$ cat src/rtl/reorder_buffer.sv
// In-order retirement buffer: dispatch allocates at the tail, execution marks entries
// done out of order, and the head retires one entry per cycle once it is done.
`ifndef PHYSICAL_REG_NUM_WIDTH
`define PHYSICAL_REG_NUM_WIDTH 6
`endif

module rob_entry #(
    parameter int PHYSICAL_REG_NUM_WIDTH = 6
) (
    input  logic                              clk,
    input  logic                              reset,
    input  logic                              flush_i,
    input  logic                              alloc_hit_i,
    input  logic                              alloc_wr_i,
    input  logic [PHYSICAL_REG_NUM_WIDTH-1:0] alloc_phy_i,
    input  logic                              wb_hit_i,
    input  logic                              commit_hit_i,
    output logic                              valid_o,
    output logic                              done_o,
    output logic                              wr_o,
    output logic [PHYSICAL_REG_NUM_WIDTH-1:0] phy_o
);
    logic                              valid_q, valid_d;
    logic                              done_q, done_d;
    logic                              wr_q, wr_d;
    logic [PHYSICAL_REG_NUM_WIDTH-1:0] phy_q, phy_d;

    // Alloc only targets a free slot and commit only the occupied head, so the two
    // never collide; a writeback to a free slot must not leave a stale done bit.
    always_comb begin
        valid_d = valid_q;
        done_d  = done_q;
        wr_d    = wr_q;
        phy_d   = phy_q;
        if (flush_i) begin
            valid_d = 1'b0;
            done_d  = 1'b0;
        end else if (commit_hit_i) begin
            valid_d = 1'b0;
            done_d  = 1'b0;
            wr_d    = 1'b0;
            phy_d   = '0;
        end else if (alloc_hit_i) begin
            valid_d = 1'b1;
            done_d  = 1'b0;
            wr_d    = alloc_wr_i;
            phy_d   = alloc_phy_i;
        end else if (wb_hit_i && valid_q) begin
            done_d  = 1'b1;
        end
    end

    always_ff @(posedge clk or posedge reset) begin
        if (reset) begin
            valid_q <= 1'b0;
            done_q  <= 1'b0;
            wr_q    <= 1'b0;
            phy_q   <= '0;
        end else begin
            valid_q <= valid_d;
            done_q  <= done_d;
            wr_q    <= wr_d;
            phy_q   <= phy_d;
        end
    end

    assign valid_o = valid_q;
    assign done_o  = done_q;
    assign wr_o    = wr_q;
    assign phy_o   = phy_q;
endmodule

module reorder_buffer #(
    parameter int ROB_DEPTH_WIDTH        = 4,
    parameter int PHYSICAL_REG_NUM_WIDTH = `PHYSICAL_REG_NUM_WIDTH
) (
    input  logic                              clk,
    input  logic                              reset,
    input  logic                              alloc_valid,
    input  logic                              alloc_with_write,
    input  logic [PHYSICAL_REG_NUM_WIDTH-1:0] alloc_phy_wr_reg,
    output logic                              alloc_ready,
    output logic [ROB_DEPTH_WIDTH-1:0]        alloc_rob_id,
    input  logic                              wb_valid,
    input  logic [ROB_DEPTH_WIDTH-1:0]        wb_rob_id,
    input  logic                              flush,
    output logic                              commit_valid,
    output logic                              commit_with_write,
    output logic [PHYSICAL_REG_NUM_WIDTH-1:0] commited_wr_register,
    output logic                              rob_empty,
    output logic                              rob_full
);
    localparam int ENTRIES = 1 << ROB_DEPTH_WIDTH;

    logic [ROB_DEPTH_WIDTH-1:0] head_q, head_d;
    logic [ROB_DEPTH_WIDTH-1:0] tail_q, tail_d;
    logic [ROB_DEPTH_WIDTH:0]   count_q, count_d;

    logic [ENTRIES-1:0]                             ent_valid;
    logic [ENTRIES-1:0]                             ent_done;
    logic [ENTRIES-1:0]                             ent_wr;
    logic [ENTRIES-1:0][PHYSICAL_REG_NUM_WIDTH-1:0] ent_phy;

    logic alloc_fire;

    assign rob_full     = (count_q == (ROB_DEPTH_WIDTH+1)'(ENTRIES));
    assign rob_empty    = (count_q == '0);
    assign alloc_ready  = !rob_full;
    assign alloc_rob_id = tail_q;
    assign alloc_fire   = alloc_valid && alloc_ready;

    assign commit_valid         = ent_valid[head_q] && ent_done[head_q];
    assign commit_with_write    = commit_valid && ent_wr[head_q];
    assign commited_wr_register = commit_with_write ? ent_phy[head_q] : '0;

    for (genvar g = 0; g < ENTRIES; g++) begin : g_ent
        rob_entry #(.PHYSICAL_REG_NUM_WIDTH(PHYSICAL_REG_NUM_WIDTH)) u_ent (
            .clk          (clk),
            .reset        (reset),
            .flush_i      (flush),
            .alloc_hit_i  (alloc_fire && (tail_q == ROB_DEPTH_WIDTH'(g))),
            .alloc_wr_i   (alloc_with_write),
            .alloc_phy_i  (alloc_phy_wr_reg),
            .wb_hit_i     (wb_valid && (wb_rob_id == ROB_DEPTH_WIDTH'(g))),
            .commit_hit_i (commit_valid && (head_q == ROB_DEPTH_WIDTH'(g))),
            .valid_o      (ent_valid[g]),
            .done_o       (ent_done[g]),
            .wr_o         (ent_wr[g]),
            .phy_o        (ent_phy[g])
        );
    end

    // Pointers wrap naturally at their width; flush wins over everything else.
    always_comb begin
        head_d  = head_q;
        tail_d  = tail_q;
        count_d = count_q;
        if (flush) begin
            head_d  = '0;
            tail_d  = '0;
            count_d = '0;
        end else begin
            if (alloc_fire)   tail_d = tail_q + 1'b1;
            if (commit_valid) head_d = head_q + 1'b1;
            if (alloc_fire && !commit_valid)      count_d = count_q + 1'b1;
            else if (!alloc_fire && commit_valid) count_d = count_q - 1'b1;
        end
    end

    always_ff @(posedge clk or posedge reset) begin
        if (reset) begin
            head_q  <= '0;
            tail_q  <= '0;
            count_q <= '0;
        end else begin
            head_q  <= head_d;
            tail_q  <= tail_d;
            count_q <= count_d;
        end
    end
endmodule

$ cat config.mk
export PLATFORM = sky130hd
export DESIGN_NAME = reorder_buffer
export DESIGN_NICKNAME = d
export VERILOG_FILES = /design/src/rtl/reorder_buffer.sv
export SDC_FILE = /design/constraint.sdc
export NUM_CORES = 1
export LEC_CHECK = 0
export ABC_CLOCK_PERIOD_IN_PS = 11750
export BUFFER_PORTS_ARGS = -buffer_cell sky130_fd_sc_hd__buf_2
export CORE_MARGIN = 2
export CORE_UTILIZATION = 50
export CTS_CLUSTER_DIAMETER = 150
export DETAILED_ROUTE_END_ITERATION = 16
export PLACE_DENSITY = 0.67
export SYNTH_ARGS = -nofsm -noshare
export SYNTH_HDL_FRONTEND = slang
export SYNTH_SLANG_ARGS = --single-unit
$ cat constraint.sdc
create_clock -name clk -period 11.75 [get_ports clk]
set_input_delay 3.525 -clock clk [delete_from_list [all_inputs] [get_ports clk]]
set_output_delay 3.525 -clock clk [all_outputs]
set_load 0.05 [all_outputs]
# Word-level counts from Yosys, hierarchy flattened
# Index checks and enable logic that the tools add are counted.
# Widths: inputs -> output; s select.
[totals] inputBits=16 reg_bits=157 elab_cells=454 out_inout_bits=15
[classes] n_addsub=4 n_mux=192 n_bitwise=1 n_eq_ne=46 order_cmp=1 reduce_logical=143
[ops] cell="$mux 6" count=34
[ops] cell="$mux 1" count=147
[ops] cell="$eq 4x4->1 const B" count=24
[ops] cell="$logic_and 1x1->1" count=69
[ops] cell="$reduce_bool 4->1" count=16
[ops] cell="$reduce_bool 3->1" count=17
[ops] cell="$eq 4x3->1 const B" count=12
[ops] cell="$reduce_bool 2->1" count=18
[ops] cell="$reduce_and 2->1" count=16
[ops] cell="$bmux 6 s4" count=1
[ops] cell="$eq 4x2->1 const B" count=6
[ops] cell="$mux 4" count=4
[ops] cell="$mux 5" count=3
[ops] cell="$bmux 1 s4" count=3
[ops] cell="$eq 4x1->1 const B" count=3
[ops] cell="$logic_not 4->1" count=3
[ops] cell="$add 4x1->4 const B" count=2
[ops] cell="$add 5x1->5 const B" count=1
[ops] cell="$eq 5x5->1 const B" count=1
[ops] cell="$logic_not 5->1" count=1
[ops] cell="$lt 4x5->1 const B" count=1
[ops] cell="$sub 5x1->5 const B" count=1
[ops] cell="$logic_not 1->1" count=3
[ops] cell="$not 1->1" count=1

# Depth between registers and ports, before layout
# Gate-level depths: netlist (run 1).
[logic_depth] word_depth=8 mapped_depth=11 ltp_nobuf=10

# Hierarchy
# From an unflattened synthesis (run 1), not the netlist that was laid out.
[hier_totals] hier_cells=866 hier_area_um2=9474.1
[by_module_without_submodules] module="rob_entry" cells_each=38 n_inst=16 area_per_inst_um2=430.4 seq_area_each_um2=225.2
[by_module_without_submodules] module="reorder_buffer" cells_each=258 n_inst=1 area_per_inst_um2=2587.5 seq_area_each_um2=325.3

# Worst setup path after synthesis (run 1)
# No wires, ideal clock.
[synth_path] path_type="register to output" from="register head_q[0]" to="output commited_wr_register[0]" arrival_ns=2.567 required_ns=8.225 stages_incl_launch_ff=8 setup_slack_ns=5.658 n_path_buf=3 path_cell_list="dfrtp_1 > buf_6 > buf_2 > mux4_2 > mux4_2 > and3_1 > clkbuf_1 > and2_1"
[synth_via] elab_chain_len=5 elab_cells_between_ends=11 cone_classes="mux: 9; reduce/logical: 2"
[synth_rtl] item="start, declared" line="95" rtl="logic [ROB_DEPTH_WIDTH-1:0] head_q, head_d;"
[synth_rtl] item="start signal, assigned" line="152" rtl="head_q <= '0;"
[synth_rtl] item="start signal, assigned" line="156" rtl="head_q <= head_d;"
[synth_rtl] item="$bmux 1 s4" line="112" rtl="assign commit_valid = ent_valid[head_q] && ent_done[head_q];"
[synth_rtl] item="$mux 1 (not written as such)" line="112"
[synth_rtl] item="$logic_and 1x1->1" line="112"
[synth_rtl] item="$logic_and 1x1->1 *" line="113" rtl="assign commit_with_write = commit_valid && ent_wr[head_q];"
[synth_rtl] item="named net commit_with_write" line="88" rtl="output logic commit_with_write,"
[synth_rtl] item="$mux 6 *" line="114" rtl="assign commited_wr_register = commit_with_write ? ent_phy[head_q] : '0;"
[synth_rtl] item="end, declared" line="89" rtl="output logic [PHYSICAL_REG_NUM_WIDTH-1:0] commited_wr_register,"
# The timed path passes the listed nets; every way through them passes the cells marked *. The select of a mux whose other input is x is not followed.

# Worst setup path after layout (run 1)
[layout_path] from="register head_q[1]" to="output commited_wr_register[5]"
[layout_via] elab_chain_len=5 elab_cells_between_ends=11 cone_classes="mux: 9; reduce/logical: 2"
[layout_rtl] item="$bmux 1 s4" line="112"
[layout_rtl] item="$mux 1 (not written as such)" line="112"
[layout_rtl] item="$logic_and 1x1->1" line="112"
[layout_rtl] item="$logic_and 1x1->1" line="113"
[layout_rtl] item="$mux 6 *" line="114"
# Mark *: on every way between the ends. The rest lies on a longest branch, timed or not. The select of a mux whose other input is x is not followed.

==> qor_table.md, run 1 <==
| Group | Quantity | Reported |
|:---|:---|:---|
| detailed routing | Vias post-DR | 5793 |
| grt | Antenna violations before repair | 0 |
| synth | Summed instance area of the synthesized netlist | 7860 µm² |
| detailed routing | Number of remaining DRC errors | 0 |
| floorplanning | Overall die area | 16700 µm² |
| clock tree | Clock net sink count | 157 |
| setup path | Critical Path Sink Type | primary output |
| worst hold path | Hold crit path type | flip-flop to flip-flop |
| clock tree | H-tree lvl count | 4 |
| setup path | Reg2Reg Launch Point | head_q[1] |
| setup path | Beginning of the critical path | head_q[1] |
| clock tree | Insertion delay to the later sink of the worst-skew pair | 440 ps |
| synth | Share of async-settable or async-resettable flops after synthesis | 1.00 |
| detailed routing | Total Routed Length | 20500 µm |
| clock tree | Number of buffers added to fix hold violations after cts | 0 |
| grt | Largest net degree at the start of global routing | 88 |
| sta | Final worst path period need | 7010 ps |
| floorplanning | Effective utilization at floorplan | 0.515 |
| detailed routing | Vias per cell | 6.67 |
| sta | Maximum clock skew at final layout | 12.8 ps |
| setup path | Arr. time, crit path | 3490 ps |
| pwr | Total Power | 1.31 mW |
| sta | RSZ-0062 raised after global routing | false |
| synth | Synthesis Warnings | 0 |
| synth | Number of distinct library cells after synthesis | 46 |
| pwr | Part of the total power dissipated in the clock network | 0.415 |
| floorplanning | Overall die width | 129 µm |
| cells and area | Antenna diode instance count | 0 |
| placement | Total half-perimeter wirelength after legalization and detailed placement | 13700 µm |
| placement | Number of buffers inserted by port buffering | 30 |
| sta | Highest clock frequency the design can meet | 0.143 GHz |
| synth | Synthesis-stage register bit count | 157 |
| setup path | Worst-path maximum fanout | 40 |
| sta | Headroom to the max-slew limit | 0.262 |
| pwr | Proportion of total power due to net switching | 0.272 |
| clock tree | CTS max path bufs | 2 |
| setup path | Cell-by-cell listing of the critical path | mux4_2 -> nand2_1 -> nand4_2 -> and3_1 -> and2_1 -> buf_2 |
| pwr | Leakage power | 3.75 nW |
| clock tree | # resized after CTS | 0 |
| setup path | Depth of the worst register-to-register path | 9 |
| sta | Number of setup violations in the final report | 0 |
| pwr | Logic gate share of total power | 0.120 |
| floorplanning | Die H | 129 µm |
| pwr | Total power density per cell area | 152 nW/µm² |
| setup path | Crit path max-delay family | simple AND/OR/NAND/NOR gates |
| synth | Cell count after synthesis | 646 |
| placement | Weighted congestion at the end of routability-driven global placement | 0.893 |
| synth | Proportion of synthesized chip area in sequential cells | 0.500 |
| grt | Wire length of the first global-routing pass | 33000 µm |
| pwr | Internal | 0.957 mW |
| clock tree | Root buffer selected by CTS | sky130_fd_sc_hd__clkbuf_16 |
| clock tree | Buffers inserted by post-CTS timing repair | 0 |
| outcome | Run status | finished clean |
| clock tree | Number of buffers inserted during clock tree synthesis | 17 |
| detailed routing | Number of detailed-routing iterations run before antenna repair | 5 |
| detailed routing | Final ANT Viol Nets | 0 |
| setup path | Logic depth of the worst path, buffers included | 6 |
| setup path | Crit start category | flip-flop |
| sta | Setup TNS | 0 ps |
| grt | Global-route congestion overflow total | 0 |
| setup path | Slowest stage delay, CP | 1100 ps |
| floorplanning | Core outline area | 15300 µm² |
| pwr | Peak supply drop | 0.0000946 V |
| setup path | Cell at the slowest stage of the critical path | sky130_fd_sc_hd__dfrtp_2 |
| grt | Global-route usage over all layers | 0.264 |
| synth | Syn Nets | 675 |
| pwr | Reg power frac | 0.465 |
| sta | Final-report max-slew violation count | 0 |
| floorplanning | Top-level I/O count | 31 |
| clock tree | CTS clock-pin slew for the worst setup and hold paths | 70 ps |
| sta | Endpoints failing hold | 0 |
| synth | Predominant post-synthesis flop cell | sky130_fd_sc_hd__dfrtp_1 |
| synth | Mean post-synth cell area | 12.2 µm² |
| synth | Count of flip-flops with a built-in enable after synthesis | 0 |
| pwr | Net Switching | 0.357 mW |
| worst hold path | Cell depth of the worst min-delay path | 1 |
| sta | Slew at the pin closest to its max-slew limit | 1110 ps |
| floorplanning | Site Rows | 45 |
| setup path | WS Path Type | flip-flop to primary output |
| setup path | Worst Path Buf+Inv | 1 |
| worst hold path | Hold Path Origin | g_ent[0].u_ent.phy_o[0] |
| detailed routing | Wire per inst | 23.6 µm |
| setup path | Required time reported for the critical path endpoint | 8230 ps |
| clock tree | TritonCTS clock tree | done |
| cells and area | Layout overhead on the synthesized area | 10.1% |
| sta | Final Cycle Share | 0.597 |
| grt | Vias in the first global route | 5765 |
| run | Maxcap violations | 0 |
| cells and area | Number of nets at the end of the flow | 673 |
| cells and area | Layout cells sized above 1 | 0.177 |
| detailed routing | Violation count after the first detailed-route iteration | 613 |
flip-flops by register name (all words and copies together) (netlist names):
register	flops
alloc_rob_id	4
count_q	5
g_ent.u_ent.phy_o	96
g_ent.u_ent.valid_o	16
g_ent.u_ent.done_o	16
head_q	4
g_ent.u_ent.wr_o	16
cell usage in the layout (no fill, tap or decap), drive strengths merged, types with 2 or more instances in the layout:
cell type,instances
nand2b,8
nor2b,18
mux2,2
and3b,3
ha,12
and2,22
xor2,4
nand4,23
buf,34
a21o,18
clkinv,5
a22o,56
nor3,13
mux4,43
xnor2,4
clkbuf,19
and3,17
dfrtp,157
a31oi,16
nand2,31
a21oi,12
nor2,33
inv,12
o2bb2ai,56
o21ai,2
a311oi,3
nand3,5
nor3b,2
nor4,12
clkinvlp,2
and4,6
Yosys cell counts (all sizes together) (2+ instances only):
cell	count	area (µm²)
xor2	4	35.0
clkbuf	30	114
nand4	23	156
and3b	3	26.3
nand2	31	116
and2	22	140
a311oi	3	26.3
o2bb2ai	56	490
nor2	33	131
a21oi	12	60.1
and4	6	57.6
nand3	5	25.0
o21ai	2	10.0
dfrtp	157	3930
ha	12	150
inv	7	26.3
xnor2	4	35.0
nor2b	18	113
nor4	12	75.1
a31oi	16	100
nand2b	8	50.1
buf	25	115
nor3b	2	15.0
a22o	56	490
and3	17	106
nor3	13	65.1
a21o	18	135
mux2	2	26.3
mux4	43	980
final timing paths:
kind                                            endpoint  slack, ps
worst min register to register   g_ent[0].u_ent.phy_o[0]        490
min in group asynchronous       g_ent[13].u_ent.phy_o[0]       3210
max in group asynchronous        g_ent[5].u_ent.phy_o[5]       7200
worst max register to register                count_q[4]       7820
worst min-delay path             g_ent[0].u_ent.phy_o[0]        490
worst max-delay path             commited_wr_register[5]       4740
layer usage:
metal / share of wire / global-route usage / vias up
met2: 0.48 / 0.406 / 273
li1: - / - / 2484
met1: 0.43 / 0.369 / 2999
met5: 0 / 0 / -
met3: 0.070 / 0.0665 / 37
met4: 0.023 / 0.0946 / 0
layout make-up:
type / instances / area [µm²]
Fill cell: 1254 / 6600
Multi-Input combinational cell: 427 / 3680
Inverter: 7 / 31.3
Clock inverter: 13 / 130
Tap cell: 211 / 264
Timing Repair Buffer: 34 / 180
Clock buffer: 19 / 443
Sequential cell: 157 / 3930
power by group through the flow:
stage | sequential (mW) | combinational [mW] | clock, mW
after CTS | 0.610 | 0.158 | 0.549
after floorplan | 0.614 | 0.118 | 0
after global placement | 0.620 | 0.153 | 0
after global routing | 0.617 | 0.172 | 0.571
after detailed placement | 0.619 | 0.158 | 0
final | 0.611 | 0.158 | 0.545
per-stage QoR:
step / std cells / setup slack (ps) / area [µm²] / utilization / hold WS (ps)
floorplan: 646 / 3990 / 7860 / - / 451
global placement: 836 / 5280 / 8080 / 0.530 / 467
detailed placement: 836 / 5200 / 8080 / 0.530 / 468
CTS: 868 / 4740 / 8660 / 0.567 / 489
global route: 868 / 4540 / 8660 / 0.567 / 509
finish: 868 / 4740 / 8660 / 0.567 / 486
kinds of logic (layout without fill, tap and decap cells):
| kind of cell | after synthesis | in the layout | share of synthesized area |
|---|---|---|---|
| compound gates | 165 | 165 | 0.169 |
| mux | 46 | 46 | 0.129 |
| flops | 157 | 157 | 0.500 |
| simple gates | 195 | 195 | 0.139 |
| xor+xnor | 8 | 8 | 0.00891 |
| fa+ha+maj | 13 | 13 | 0.0216 |
| buf+inv | 62 | 73 | 0.0325 |
No activity file was read; power rests on OpenSTA's default activity.
==> run 2, diff against run 1 <==
Settings changed: ABC_CLOCK_PERIOD_IN_PS 11750 to 7200.
Clock period 11.75 ns to 7.2 ns, I/O delays scaled along.
==> qor_table.md, run 2 (synthesis gave the netlist of run 1 again) <==
| Group | Quantity | Reported | Delta |
|:---|:---|:---|:---|
| cells and area | Antenna diode instance count | 0 | unchanged |
| setup path | Worst-path maximum fanout | 16 | -60% |
| grt | Global-route congestion overflow total | 0 | unchanged |
| cells and area | Number of flip-flops under the largest register name | 96 | unchanged |
| detailed routing | Wire per inst | 23.2 µm | -1.6% |
| outcome | Run status | finished clean |  |
| placement | Total half-perimeter wirelength after legalization and detailed placement | 14000 µm | +2.4% |
| setup path | Critical Path Sink Type | primary output |  |
| setup path | Arr. time, crit path | 3390 ps | -100 ps |
| setup path | Reg2Reg Launch Point | head_q[2] |  |
| grt | Antenna violations before repair | 0 | unchanged |
| sta | RSZ-0062 raised after global routing | false |  |
| setup path | WS Path Type | flip-flop to primary output |  |
| sta | Final Cycle Share | 0.770 |  |
| cells and area | Number of nets at the end of the flow | 674 | +0.15% |
| sta | Highest clock frequency the design can meet | 0.180 GHz |  |
| setup path | Cell at the slowest stage of the critical path | sky130_fd_sc_hd__dfrtp_1 |  |
| setup path | Reg-to-reg endpoint | count_q[4] |  |
| sta | Final worst path period need | 5550 ps |  |
| cells and area | Cell area after layout | 8660 µm² | about the same |
| detailed routing | Final ANT Viol Nets | 0 | unchanged |
| clock tree | Root buffer selected by CTS | sky130_fd_sc_hd__clkbuf_16 |  |
| clock tree | Buffers inserted by post-CTS timing repair | 0 | unchanged |
| cells and area | Most frequent cells in the layout | 155 x sky130_fd_sc_hd__dfrtp_1, 56 x sky130_fd_sc_hd__o2bb2ai_1, 56 x sky130_fd_sc_hd__a22o_1, 40 x sky130_fd_sc_hd__mux4_2, 32 x sky130_fd_sc_hd__nor2_1 |  |
| pwr | Peak supply drop | 0.000237 V | +150% |
| sta | Maximum clock skew at final layout | 10.6 ps | -2.22 ps |
| floorplanning | Die H | 129 µm | unchanged |
| worst hold path | Hold Path Origin | g_ent[0].u_ent.phy_o[5] |  |
| placement | Dpl cell area | 8090 µm² | about the same |
| sta | Hold slack final | 486 ps | +0.0860 ps |
| setup path | Slowest stage delay, CP | 780 ps | -320 ps |
| floorplanning | Overall die area | 16700 µm² | unchanged |
| worst hold path | End point of the worst hold path | g_ent[0].u_ent.phy_o[5] |  |
| clock tree | Insertion delay to the later sink of the worst-skew pair | 430 ps | about the same |
| setup path | Cell-by-cell listing of the critical path | nor2b_1 -> nand2_1 -> and4_4 -> nor2_1 -> buf_2 |  |
| worst hold path | Hold crit path type | flip-flop to flip-flop |  |
| clock tree | Number of buffers added to fix hold violations after cts | 0 | unchanged |
| detailed routing | Vias post-DR | 5718 | -1.3% |
| clock tree | TritonCTS clock tree | done |  |
| grt | Global-route usage over all layers | 0.262 | -0.00225 |
| sta | Endpoints failing hold | 0 | unchanged |
| cells and area | Layout overhead on the synthesized area | 10.2% | about the same |
| placement | Worst setup slack after placement | 2170 ps | -3040 ps |
| clock tree | Number of buffers inserted during clock tree synthesis | 17 | unchanged |
| setup path | Depth of the worst register-to-register path | 9 | unchanged |
| floorplanning | Site Rows | 45 | unchanged |
| setup path | Internal reg-to-reg setup slack | 3340 ps | -4480 ps |
| sta | Post-route worst setup slack | 1650 ps | -3080 ps |
| cells and area | Cell Count, Final, Fillers Out | 869 | +0.12% |
| worst hold path | Cell depth of the worst min-delay path | 1 | unchanged |
| run | Maxcap violations | 0 | unchanged |
| cells and area | Most common cell after layout, fill and taps aside | sky130_fd_sc_hd__dfrtp_1 |  |
| pwr | Leakage power | 3.75 nW | about the same |
| detailed routing | Vias per cell | 6.58 | -1.4% |
| detailed routing | Number of remaining DRC errors | 0 | unchanged |
| floorplanning | Effective utilization at floorplan | 0.515 | unchanged |
| setup path | Crit start category | flip-flop |  |
| detailed routing | Violation count after the first detailed-route iteration | 568 | -7.3% |
| clock tree | CTS max path bufs | 2 | unchanged |
| placement | Post-placement cell count | 837 | +0.12% |
| pwr | Total power density per cell area | 246 nW/µm² | +62% |
| setup path | Crit path max-delay family | simple AND/OR/NAND/NOR gates |  |
| detailed routing | Number of detailed-routing iterations run before antenna repair | 6 | +1 |
| placement | Number of buffers inserted by port buffering | 30 | unchanged |
| setup path | Required time reported for the critical path endpoint | 5040 ps | -3190 ps |
| cells and area | Layout cells sized above 1 | 0.179 | +0.00277 |
| cells and area | Filler Cells Inserted | 1243 | -0.88% |
| grt | Wire length of the first global-routing pass | 33100 µm | +0.12% |
| sta | Headroom to the max-slew limit | 0.332 | +0.0692 |
| floorplanning | Core outline area | 15300 µm² | unchanged |
| clock tree | CTS clock-pin slew for the worst setup and hold paths | 70 ps | about the same |
| clock tree | Clock net sink count | 157 | unchanged |
| grt | Largest net degree at the start of global routing | 113 | +28% |
| sta | Slew at the pin closest to its max-slew limit | 1000 ps | -104 ps |
| detailed routing | Total Routed Length | 20200 µm | -1.5% |
| placement | Weighted congestion at the end of routability-driven global placement | 0.881 | -1.4% |
| sta | Number of setup violations in the final report | 0 | unchanged |
| setup path | Worst Path Buf+Inv | 1 | unchanged |
| floorplanning | Top-level I/O count | 31 | unchanged |
| clock tree | H-tree lvl count | 4 | unchanged |
| floorplanning | Overall die width | 129 µm | unchanged |
| clock tree | # resized after CTS | 0 | unchanged |
| sta | Final-report max-slew violation count | 0 | unchanged |
| sta | Setup TNS | 0 ps | unchanged |
| grt | Vias in the first global route | 5873 | +1.9% |
[run 2: cell count changes in the layout (fill, tap and decap cells not counted)]
cell                         change
sky130_fd_sc_hd__bufinv_16       -1
sky130_fd_sc_hd__clkbuf_1        -1
sky130_fd_sc_hd__clkbuf_8        +2
sky130_fd_sc_hd__buf_4           +1
sky130_fd_sc_hd__clkinv_2        -1
sky130_fd_sc_hd__clkinvlp_4      +1
[run 2: final cells by class]
class / instances / area (µm²) / share of cell area
clock buffer: 20 / 467 / 0.0539
clock inverter: 12 / 103 / 0.0118
inverter: 7 / 31.3 / 0.00361
multi-input combinational: 427 / 3680 / 0.425
sequential: 157 / 3930 / 0.454
tap: 211 / 264 / 0.0305
timing repair buffer: 35 / 188 / 0.0217
[run 2: worst reg2reg max path: cells and delay by family (launching register included)]
| kind | cells | cell delay [ps] |
|---|---|---|
| AOI/OAI and AO/OA | 3 | 970 |
| adders and majority gates | 1 | 390 |
| DFF | 1 | 780 |
| muxes | 2 | 580 |
| and+or+nand+nor | 3 | 1010 |
[run 2: stage by stage]
step / total power [mW] / utilization
floorplan: 1.19 / -
global placement: 1.26 / 0.530
detailed placement: 1.27 / 0.530
CTS: 2.14 / 0.568
global route: 2.21 / 0.568
finish: 2.13 / 0.568
[run 2: worst max path at each step]
stage | cells past startpoint | to | slack, ps | from
after detailed placement | 6 | commited_wr_register[5] | 2170 | head_q[0]
after floorplan | 1 | alloc_rob_id[0] | 810 | reset
after global placement | 6 | commited_wr_register[5] | 2200 | head_q[0]
after CTS | 6 | commited_wr_register[5] | 1700 | head_q[0]
after global routing | 5 | commit_valid | 1460 | head_q[2]
final | 5 | commit_valid | 1650 | head_q[2]
[run 2: per-layer routing]
metal | GRT usage | wire, µm | vias to the layer above
li1 | - | - | 2487
met1 | 0.371 | 8640 | 2899
met2 | 0.397 | 9380 | 288
met3 | 0.0661 | 1600 | 44
met4 | 0.0927 | 543 | 0
met5 | 0 | 0 | -
[run 2: power by group]
part | total [mW] | internal, mW | switching [mW]
clock network | 0.867 | 0.477 | 0.390
registers | 1.00 | 0.953 | 0.0492
logic | 0.258 | 0.117 | 0.141
